`config.mk`:
```
export PLATFORM = sky130hd
export DESIGN_NAME = multicycle_control
export DESIGN_NICKNAME = d
export VERILOG_FILES = /design/src/rtl/mc_ctrl_pkg.sv /design/src/rtl/mc_opcode_class.sv /design/src/rtl/multicycle_control.sv
export SDC_FILE = /design/constraint.sdc
export NUM_CORES = 1
export LEC_CHECK = 0
export ABC_AREA = 1
export BUFFER_PORTS_ARGS = -buffer_cell sky130_fd_sc_hd__buf_4
export CORE_MARGIN = 5
export CORE_UTILIZATION = 25
export CTS_BUF_LIST = sky130_fd_sc_hd__clkbuf_16
export CTS_CLUSTER_SIZE = 28
export DETAILED_ROUTE_END_ITERATION = 8
export PLACE_DENSITY_LB_ADDON = 0.15
export SETUP_SLACK_MARGIN = 0.2
export SYNTH_ARGS = -nofsm -noshare
export SYNTH_HDL_FRONTEND = slang
export SYNTH_SLANG_ARGS = --single-unit
```
`constraint.sdc`:
```
create_clock -name clk -period 1.6 [get_ports clk]
set_input_delay 0.4 -clock clk [delete_from_list [all_inputs] [get_ports clk]]
set_output_delay 0.4 -clock clk [all_outputs]
set_load 0.01 [all_outputs]
```
`src/rtl/mc_ctrl_pkg.sv`:
```
// Shared encodings for the multicycle MIPS control unit: opcodes, datapath mux
// selects and FSM state. MC_JUMP_EN adds the JUMP state.
package mc_ctrl_pkg;

    localparam logic [5:0] OP_RTYPE = 6'd0;
    localparam logic [5:0] OP_LW    = 6'd35;
    localparam logic [5:0] OP_SW    = 6'd43;
    localparam logic [5:0] OP_BEQ   = 6'd4;
    localparam logic [5:0] OP_ADDI  = 6'd8;
    localparam logic [5:0] OP_J     = 6'd2;

    localparam logic [1:0] ALU_ADD   = 2'b00;
    localparam logic [1:0] ALU_SUB   = 2'b01;
    localparam logic [1:0] ALU_FUNCT = 2'b10;

    localparam logic [1:0] SRCB_REG    = 2'b00;
    localparam logic [1:0] SRCB_FOUR   = 2'b01;
    localparam logic [1:0] SRCB_IMM    = 2'b10;
    localparam logic [1:0] SRCB_IMM_SH = 2'b11;

    localparam logic [1:0] PCSRC_ALU    = 2'b00;
    localparam logic [1:0] PCSRC_ALUOUT = 2'b01;
    localparam logic [1:0] PCSRC_JUMP   = 2'b10;

    typedef enum logic [3:0] {
        S_IDLE      = 4'd0,
        S_FETCH     = 4'd1,
        S_DECODE    = 4'd2,
        S_MEM_ADDR  = 4'd3,
        S_MEM_READ  = 4'd4,
        S_MEM_WB    = 4'd5,
        S_MEM_WRITE = 4'd6,
        S_EXECUTE   = 4'd7,
        S_ALU_WB    = 4'd8,
        S_BRANCH    = 4'd9,
        S_ADDI_EXEC = 4'd10,
        S_ADDI_WB   = 4'd11,
`ifdef MC_JUMP_EN
        S_JUMP      = 4'd13,
`endif
        S_HALT      = 4'd12
    } state_e;

endpackage

```
`src/rtl/mc_opcode_class.sv`:
```
// Combinational opcode classifier used by DECODE. Under MC_JUMP_EN the jump
// opcode is legal; otherwise it is reported as illegal.
module mc_opcode_class
    import mc_ctrl_pkg::*;
#(
    parameter int OPCODE_W = 6
) (
    input  logic [OPCODE_W-1:0] opcode,
    output logic                is_mem,
    output logic                is_lw,
    output logic                is_rtype,
    output logic                is_beq,
    output logic                is_addi,
    output logic                is_j,
    output logic                is_illegal
);

    logic is_sw_s;

    // Opcode match flags; illegal is whatever no supported class claims.
    always_comb begin
        is_lw    = (opcode == OPCODE_W'(OP_LW));
        is_sw_s  = (opcode == OPCODE_W'(OP_SW));
        is_rtype = (opcode == OPCODE_W'(OP_RTYPE));
        is_beq   = (opcode == OPCODE_W'(OP_BEQ));
        is_addi  = (opcode == OPCODE_W'(OP_ADDI));
`ifdef MC_JUMP_EN
        is_j     = (opcode == OPCODE_W'(OP_J));
`else
        is_j     = 1'b0;
`endif
        is_mem     = is_lw | is_sw_s;
        is_illegal = ~(is_mem | is_rtype | is_beq | is_addi | is_j);
    end

endmodule

```
`src/rtl/multicycle_control.sv`:
```
// Moore-FSM main control for the multicycle MIPS datapath, with memory-ready
// stalls, retire counter and sticky illegal-opcode trap. MC_JUMP_EN enables j.
module multicycle_control
    import mc_ctrl_pkg::*;
#(
    parameter int OPCODE_W = 6,
    parameter int CNT_W    = 32
) (
    input  logic                clk,
    input  logic                rst,
    input  logic [OPCODE_W-1:0] opcode,
    input  logic                mem_ready,
    output logic                pc_write,
    output logic                pc_write_cond,
    output logic                iord,
    output logic                mem_read,
    output logic                mem_write,
    output logic                ir_write,
    output logic                mem_to_reg,
    output logic                reg_dst,
    output logic                reg_write,
    output logic                alu_src_a,
    output logic [1:0]          alu_src_b,
    output logic [1:0]          alu_op,
    output logic [1:0]          pc_source,
    output logic                instr_done,
    output logic                illegal_op,
    output logic [CNT_W-1:0]    instr_count
);

`ifdef MC_JUMP_EN
    localparam state_e J_NEXT = S_JUMP;
`else
    localparam state_e J_NEXT = S_HALT;
`endif

    state_e             state_q, state_d;
    logic               is_lw_q, is_lw_d;
    logic               illegal_q, illegal_d;
    logic [CNT_W-1:0]   cnt_q, cnt_d;
    logic               retire_s;
    logic               is_mem_s, is_lw_s, is_rtype_s, is_beq_s, is_addi_s, is_j_s, is_illegal_s;

    mc_opcode_class #(.OPCODE_W(OPCODE_W)) u_class (
        .opcode     (opcode),
        .is_mem     (is_mem_s),
        .is_lw      (is_lw_s),
        .is_rtype   (is_rtype_s),
        .is_beq     (is_beq_s),
        .is_addi    (is_addi_s),
        .is_j       (is_j_s),
        .is_illegal (is_illegal_s)
    );

    // State, load/store flavour, trap flag and retire counter registers.
    always_ff @(posedge clk or posedge rst) begin
        if (rst) begin
            state_q   <= S_IDLE;
            is_lw_q   <= 1'b0;
            illegal_q <= 1'b0;
            cnt_q     <= {CNT_W{1'b0}};
        end else begin
            state_q   <= state_d;
            is_lw_q   <= is_lw_d;
            illegal_q <= illegal_d;
            cnt_q     <= cnt_d;
        end
    end

    // Next-state sequencing and retire detection; opcode is only looked at in DECODE.
    always_comb begin
        state_d  = state_q;
        is_lw_d  = is_lw_q;
        retire_s = 1'b0;
        case (state_q)
            S_IDLE:      state_d = S_FETCH;
            S_FETCH: begin
                if (mem_ready) state_d = S_DECODE;
                else           state_d = S_FETCH;
            end
            S_DECODE: begin
                is_lw_d = is_lw_s;
                if (is_illegal_s)    state_d = S_HALT;
                else if (is_mem_s)   state_d = S_MEM_ADDR;
                else if (is_rtype_s) state_d = S_EXECUTE;
                else if (is_beq_s)   state_d = S_BRANCH;
                else if (is_addi_s)  state_d = S_ADDI_EXEC;
                else if (is_j_s)     state_d = J_NEXT;
                else                 state_d = S_HALT;
            end
            S_MEM_ADDR: begin
                if (is_lw_q) state_d = S_MEM_READ;
                else         state_d = S_MEM_WRITE;
            end
            S_MEM_READ: begin
                if (mem_ready) state_d = S_MEM_WB;
                else           state_d = S_MEM_READ;
            end
            S_MEM_WRITE: begin
                if (mem_ready) begin
                    retire_s = 1'b1;
                    state_d  = S_FETCH;
                end else begin
                    state_d  = S_MEM_WRITE;
                end
            end
            S_EXECUTE:   state_d = S_ALU_WB;
            S_ADDI_EXEC: state_d = S_ADDI_WB;
            S_MEM_WB, S_ALU_WB, S_BRANCH, S_ADDI_WB: begin
                retire_s = 1'b1;
                state_d  = S_FETCH;
            end
`ifdef MC_JUMP_EN
            S_JUMP: begin
                retire_s = 1'b1;
                state_d  = S_FETCH;
            end
`endif
            S_HALT:      state_d = S_HALT;
            default:     state_d = S_IDLE;
        endcase
        illegal_d = illegal_q | (state_d == S_HALT);
        cnt_d     = retire_s ? (cnt_q + CNT_W'(1)) : cnt_q;
    end

    // Moore output decode; FETCH alone gates ir_write/pc_write with mem_ready.
    always_comb begin
        pc_write      = 1'b0;
        pc_write_cond = 1'b0;
        iord          = 1'b0;
        mem_read      = 1'b0;
        mem_write     = 1'b0;
        ir_write      = 1'b0;
        mem_to_reg    = 1'b0;
        reg_dst       = 1'b0;
        reg_write     = 1'b0;
        alu_src_a     = 1'b0;
        alu_src_b     = SRCB_REG;
        alu_op        = ALU_ADD;
        pc_source     = PCSRC_ALU;
        case (state_q)
            S_FETCH: begin
                mem_read  = 1'b1;
                alu_src_b = SRCB_FOUR;
                ir_write  = mem_ready;
                pc_write  = mem_ready;
            end
            S_DECODE:    alu_src_b = SRCB_IMM_SH;
            S_MEM_ADDR: begin
                alu_src_a = 1'b1;
                alu_src_b = SRCB_IMM;
            end
            S_MEM_READ: begin
                mem_read = 1'b1;
                iord     = 1'b1;
            end
            S_MEM_WB: begin
                mem_to_reg = 1'b1;
                reg_write  = 1'b1;
            end
            S_MEM_WRITE: begin
                mem_write = 1'b1;
                iord      = 1'b1;
            end
            S_EXECUTE: begin
                alu_src_a = 1'b1;
                alu_op    = ALU_FUNCT;
            end
            S_ALU_WB: begin
                reg_dst   = 1'b1;
                reg_write = 1'b1;
            end
            S_BRANCH: begin
                alu_src_a     = 1'b1;
                alu_op        = ALU_SUB;
                pc_write_cond = 1'b1;
                pc_source     = PCSRC_ALUOUT;
            end
            S_ADDI_EXEC: begin
                alu_src_a = 1'b1;
                alu_src_b = SRCB_IMM;
            end
            S_ADDI_WB:   reg_write = 1'b1;
`ifdef MC_JUMP_EN
            S_JUMP: begin
                pc_write  = 1'b1;
                pc_source = PCSRC_JUMP;
            end
`endif
            default: begin
                pc_write = 1'b0;
            end
        endcase
    end

    assign instr_done  = retire_s;
    assign illegal_op  = illegal_q;
    assign instr_count = cnt_q;

endmodule

```
## Yosys cells after proc, flatten, opt, wreduce, memory -nomap -nowiden

Cells that the tools add are included.

| cells by class | value |
|---|---|
| eq/ne operators | 17 |
| reduce and logical (&&, ||, !) cells | 9 |
| add/subtract/negate cells | 1 |
| multiplexer cells | 24 |
| bitwise operators | 5 |

Operators by type and width:

| operator | count |
|---|---|
| $pmux W4 S9 | 1 |
| $add A32 B1 Y32 const B | 1 |
| $eq A4 B4 Y1 const B | 6 |
| $eq A4 B3 Y1 const B | 4 |
| $eq A6 B6 Y1 const B | 2 |
| $mux W1 | 12 |
| $mux W4 | 3 |
| $mux W3 | 3 |
| $eq A4 B2 Y1 const B | 2 |
| $reduce_or A4 Y1 | 2 |
| $eq A6 B3 Y1 const B | 1 |
| $eq A6 B4 Y1 const B | 1 |
| $logic_not A6 Y1 | 1 |
| $pmux W2 S3 | 1 |
| $reduce_or A2 Y1 | 3 |
| $or A1 B1 Y1 | 5 |
| $reduce_or A5 Y1 | 1 |
| $eq A4 B1 Y1 const B | 1 |
| $logic_not A4 Y1 | 1 |
| $mux W2 | 2 |
| $pmux W2 S2 | 1 |
| $reduce_or A3 Y1 | 1 |
| $pmux W1 S2 | 1 |

| word-level totals | value |
|---|---|
| register bits after elaboration | 38 |
| output and inout port bits | 50 |
| word-level logic and storage cells | 60 |
| bits of input ports | 9 |

## Depth between registers and ports, before layout

| logic depth | value |
|---|---|
| word-level depth | 9 |
| mapped depth | 10 |
| gate-level depth less buffers | 10 |

## Modules after synthesis

From an unflattened synthesis, not the netlist that was laid out.

| unflattened totals | value |
|---|---|
| cell total of the unflattened synthesis | 427 |
| area total of the unflattened synthesis | 2,691.3 µm² |

By module, submodules not included:

| module | sequential area each (µm²) | instances | area an instance (µm²) | cells an instance |
|---|---|---|---|---|
| multicycle_control | 950.9 | 1 | 2,598.7 | 406 |
| mc_opcode_class | 0.0 | 1 | 92.6 | 21 |

## Least setup slack after synthesis

No wires, ideal clock.

| path | value |
|---|---|
| path kind | register to output |
| start | register state_q[0] |
| end | output instr_done |
| buffers on the path | 1 |
| cell stages (with the launch flop) | 7 |
| data required time | 1.200 ns |
| slack | 0.024 ns |
| arrival | 1.176 ns |
| cell sequence | dfrtp_1 > inv_2 > nand2_2 > nor2_1 > nand2_1 > nand3_2 > buf_2 |

| between the ends | value |
|---|---|
| cells in the longest elaborated chain, start to end | 3 |
| elaborated cells on any way between the ends | 7 |
| those cells by class | eq/ne (5); mux (1); reduce/logical (1) |

Ends and longest elaborated chain:

| what | RTL line | RTL |
|---|---|---|
| from (decl) | multicycle_control.sv:37 | `state_e state_q, state_d;` |
| from (signal assigned) | multicycle_control.sv:63 | `state_q <= state_d;` |
| $eq A4 B3 Y1 or $eq A4 B4 Y1 (tied branches) | multicycle_control.sv:75 | `case (state_q)` |
| $reduce_or A4 Y1 | multicycle_control.sv:75 |  |
| $pmux W1 S2 (*) | multicycle_control.sv:75 |  |
| to (decl) | multicycle_control.sv:26 | `output logic instr_done,` |

Mark *: on every way between the ends. The rest lies on a longest branch, timed or not.

## Worst setup path in the final report

| path | value |
|---|---|
| start | register state_q[3] |
| end | output reg_write |

| between the ends | value |
|---|---|
| cells in the longest elaborated chain, start to end | 3 |
| elaborated cells on any way between the ends | 5 |
| those cells by class | eq/ne (3); mux (1); reduce/logical (1) |

Ends and longest elaborated chain:

| what | RTL line | RTL |
|---|---|---|
| $eq A4 B3 Y1 or $eq A4 B4 Y1 (tied branches) | multicycle_control.sv:141 | `case (state_q)` |
| $reduce_or A3 Y1 (no line) (*) | n/a |  |
| $mux W1 (*) | multicycle_control.sv:141 |  |
| to (decl) | multicycle_control.sv:21 | `output logic reg_write,` |

Marks and branches as above.

==> summary.txt <==
Layout
  – Final Cell Area: 3876 µm²
  – Layout cell share with drive strength beyond 1: 31.67%
  – Util after Layout: 39.66%
  – Non-Filler Instances: 613
  – Ant. Diodes: 0
  – Layout net count: 489
  – Area delta synth->final: 54.67%

Timing
  – Final Hold Vio Count: 0
  – Fin Setup TNS: -3.765 ns
  – Clock skew: 0.005303 ns
  – Setup ws final: -0.1752 ns
  – Max Freq: 563.3 MHz
  – Min Tclk post-route: 1.775 ns
  – WHS: 0.1832 ns
  – Slew Viols, Final: 0
  – Final period util: 111.0%
  – RSZ-0062 raised after global routing: yes
  – Final setup fails: 46

Clock tree
  – # H-tree levels: 2
  – Max clock buf depth: 2
  – # clock sinks: 38
  – CTS tree: yes
  – Clk root buf: clkbuf_16
  – Later-pin clock latency in the skew report: 0.27 ns
  – TritonCTS Buffers: 5
  – Clk pin slew, worst setup/hold paths: 0.05 ns

Synth
  – Post-synth ARST share: 100.0%
  – Most common flop cell mapped by yosys: dfrtp_1
  – Yosys reg bits: 38
  – Top-area cell type share of the netlist area: 37.94%
  – Count leader, synth: nand2_1
  – Synth area leaders: dfrtp_1 (38%), nand2_1 (24%), nor2_1 (9.3%)
  – Syn. warnings: 0
  – Mapped Area: 2506 µm²
  – Syn Nets: 395
  – Syn Area/Cell: 6.509 µm²
  – Post-synth cell types: 25
  – Mapped Cells: 385
  – Register area share after synthesis: 37.94%
  – Largest area contributor in the netlist: dfrtp_1
  – Post-synth EDFFs: 0
  – Synth cell count leaders: nand2_1 (160), nor2_1 (62), dfrtp_1 (38)

Critical path
  – Worst EP arrival: 1.38 ns
  – Family with the most delay on the worst path: flip-flops
  – WP data required: 1.20 ns
  – CP max FO: 5
  – Critical Path End Type: output pin
  – Most frequent cell on the critical path: buf_6
  – Crit-path slowest cell: dfrtp_2
  – Buf+Inv Stages, Crit Path: 3
  – Kind of critical path: reg -> out
  – Crit path launch type: register
  – Critical-path cell list: inv_2 > nand2_4 > nor2_4 > buf_6 > nor2_2 > nand2_1 > buf_6
  – CP max stage delay: 0.45 ns

Floorplan
  – Initial Util: 25.64%
  – IO Count: 59
  – Die width: 110.1 µm
  – Die area: 12130 µm²
  – Die H: 110.1 µm
  – Std-Cell Rows: 36
  – Core outline area: 9774 µm²

Route
  – ANT nets after route: 0
  – Avg WL per Cell: 13.01 µm
  – DRC viols: 0
  – Initial drt markers: 116
  – Vias after detailed routing: 2662
  – Vias per Instance: 4.343
  – Post-Route WL: 7.975 mm
  – Detailed-router iteration count before antenna repair: 4

GRT
  – GRT Util Overall: 13.40%
  – Overflow after GRT: 0
  – Initial antenna violation count: 0
  – Largest net degree at the start of global routing: 39
  – Vias in the first global route: 2477
  – First-pass GRT wire length: 12.61 mm

Placement
  – Worst slack, placed: -0.01430 ns
  – Gp weighted congestion: 0.8491
  – I/O Buffers: 57
  – Post-DP HPWL: 5.655 mm
  – Post-DP Area: 3233 µm²
  – Placed Cells: 583

Run status
  – Violated checks: setup timing
  – Outcome: complete, but fails checks

Pwr
  – Max IR drop VDD: 541.6 µV
  – Leakage Power: 1.919 nW
  – Pwr dens: 1355 nW/µm²
  – Total power: 5.250 mW

Min path
  – Worst hold path class: in -> async

Job
  – Max cap viols: 0
==> final cells by class <==
cell class,instances,area (µm²)
fillers,1019,5898
flip-flops and latches,38,958.4
well taps,133,166.4
clock inverters,3,11.26
multi-input cells,299,1528
inverters,39,161.4
clock buffers,5,125.1
repair buffers,96,925.9
==> flip-flops by register name, summed over array words and instances, names as in the netlist <==
name and cells:
illegal_op 1, instr_count 32, is_lw_q 1, state_q 4
==> final timing paths <==
| path | to | slack (ns) | startpoint | cells after the start |
|---|---|---|---|---|
| min | illegal_op | 0.18 | rst | 3 |
| max in group asynchronous | instr_count[0] | 1.21 | rst | 3 |
| min reg2reg | illegal_op | 0.47 | illegal_op | 2 |
| max reg2reg | instr_count[20] | -0.12 | state_q[3] | 12 |
| max | reg_write | -0.18 | state_q[3] | 7 |
| min in group clk | state_q[0] | 0.39 | mem_ready | 2 |
==> cell families (layout without fill, tap and decap cells) <==
group	Yosys count	count (layout)	share of synthesized area (%)
flip-flops	38	38	37.94
adder cells (fa/ha/maj)	1	1	0.4992
XOR/XNOR	15	15	5.242
other	1	1	0.1496
AND/OR/NAND/NOR	271	271	45.03
buffers and inverters	48	143	8.587
AO/OA/AOI/OAI	11	11	2.546
==> report_power, final <==
part | total [mW] | switching, mW | internal, mW
sequential | 1.28 | 0.174 | 1.10
clock | 0.930 | 0.369 | 0.561
combinational | 3.04 | 1.46 | 1.58
==> layout by cell type, fill, tap and decap left out, drive strengths merged <==
master | synthesis | final
nor2 | 68 | 68
a21oi | 2 | 2
bufbuf | 0 | 2
inv | 39 | 42
o22ai | 1 | 1
xnor2 | 9 | 9
nand2 | 164 | 164
nand4 | 8 | 8
conb | 1 | 1
clkbuf | 0 | 6
buf | 9 | 93
xor2 | 6 | 6
nor3 | 4 | 4
o21ai | 5 | 5
a21boi | 1 | 1
nand3 | 18 | 18
o211ai | 2 | 2
ha | 1 | 1
nand3b | 9 | 9
dfrtp | 38 | 38
==> layer usage <==
layer  vias up  track usage (%)  wire (µm)
li1       1381                -          -
met1      1211            18.41       3731
met2        68            21.92       3824
met3         2            2.854        371
met4         0            2.375         48
met5         -                0          0
==> worst register-to-register path, delay by kind of cell, from the launching register on <==
kind / cells / cell delay (ns)
flip-flops: 1 / 0.45
buffers and inverters: 5 / 0.58
AND/OR/NAND/NOR: 7 / 0.57
==> what timing repair did <==
action,4_1_cts,5_1_grt
endpoints found under the setup margin,47,52
pin swaps,7,7
hold buffers,0,0
resized for setup,33,34
cloned,3,1
buffers inserted,11,7
No activity file was read; power rests on OpenSTA's default activity.
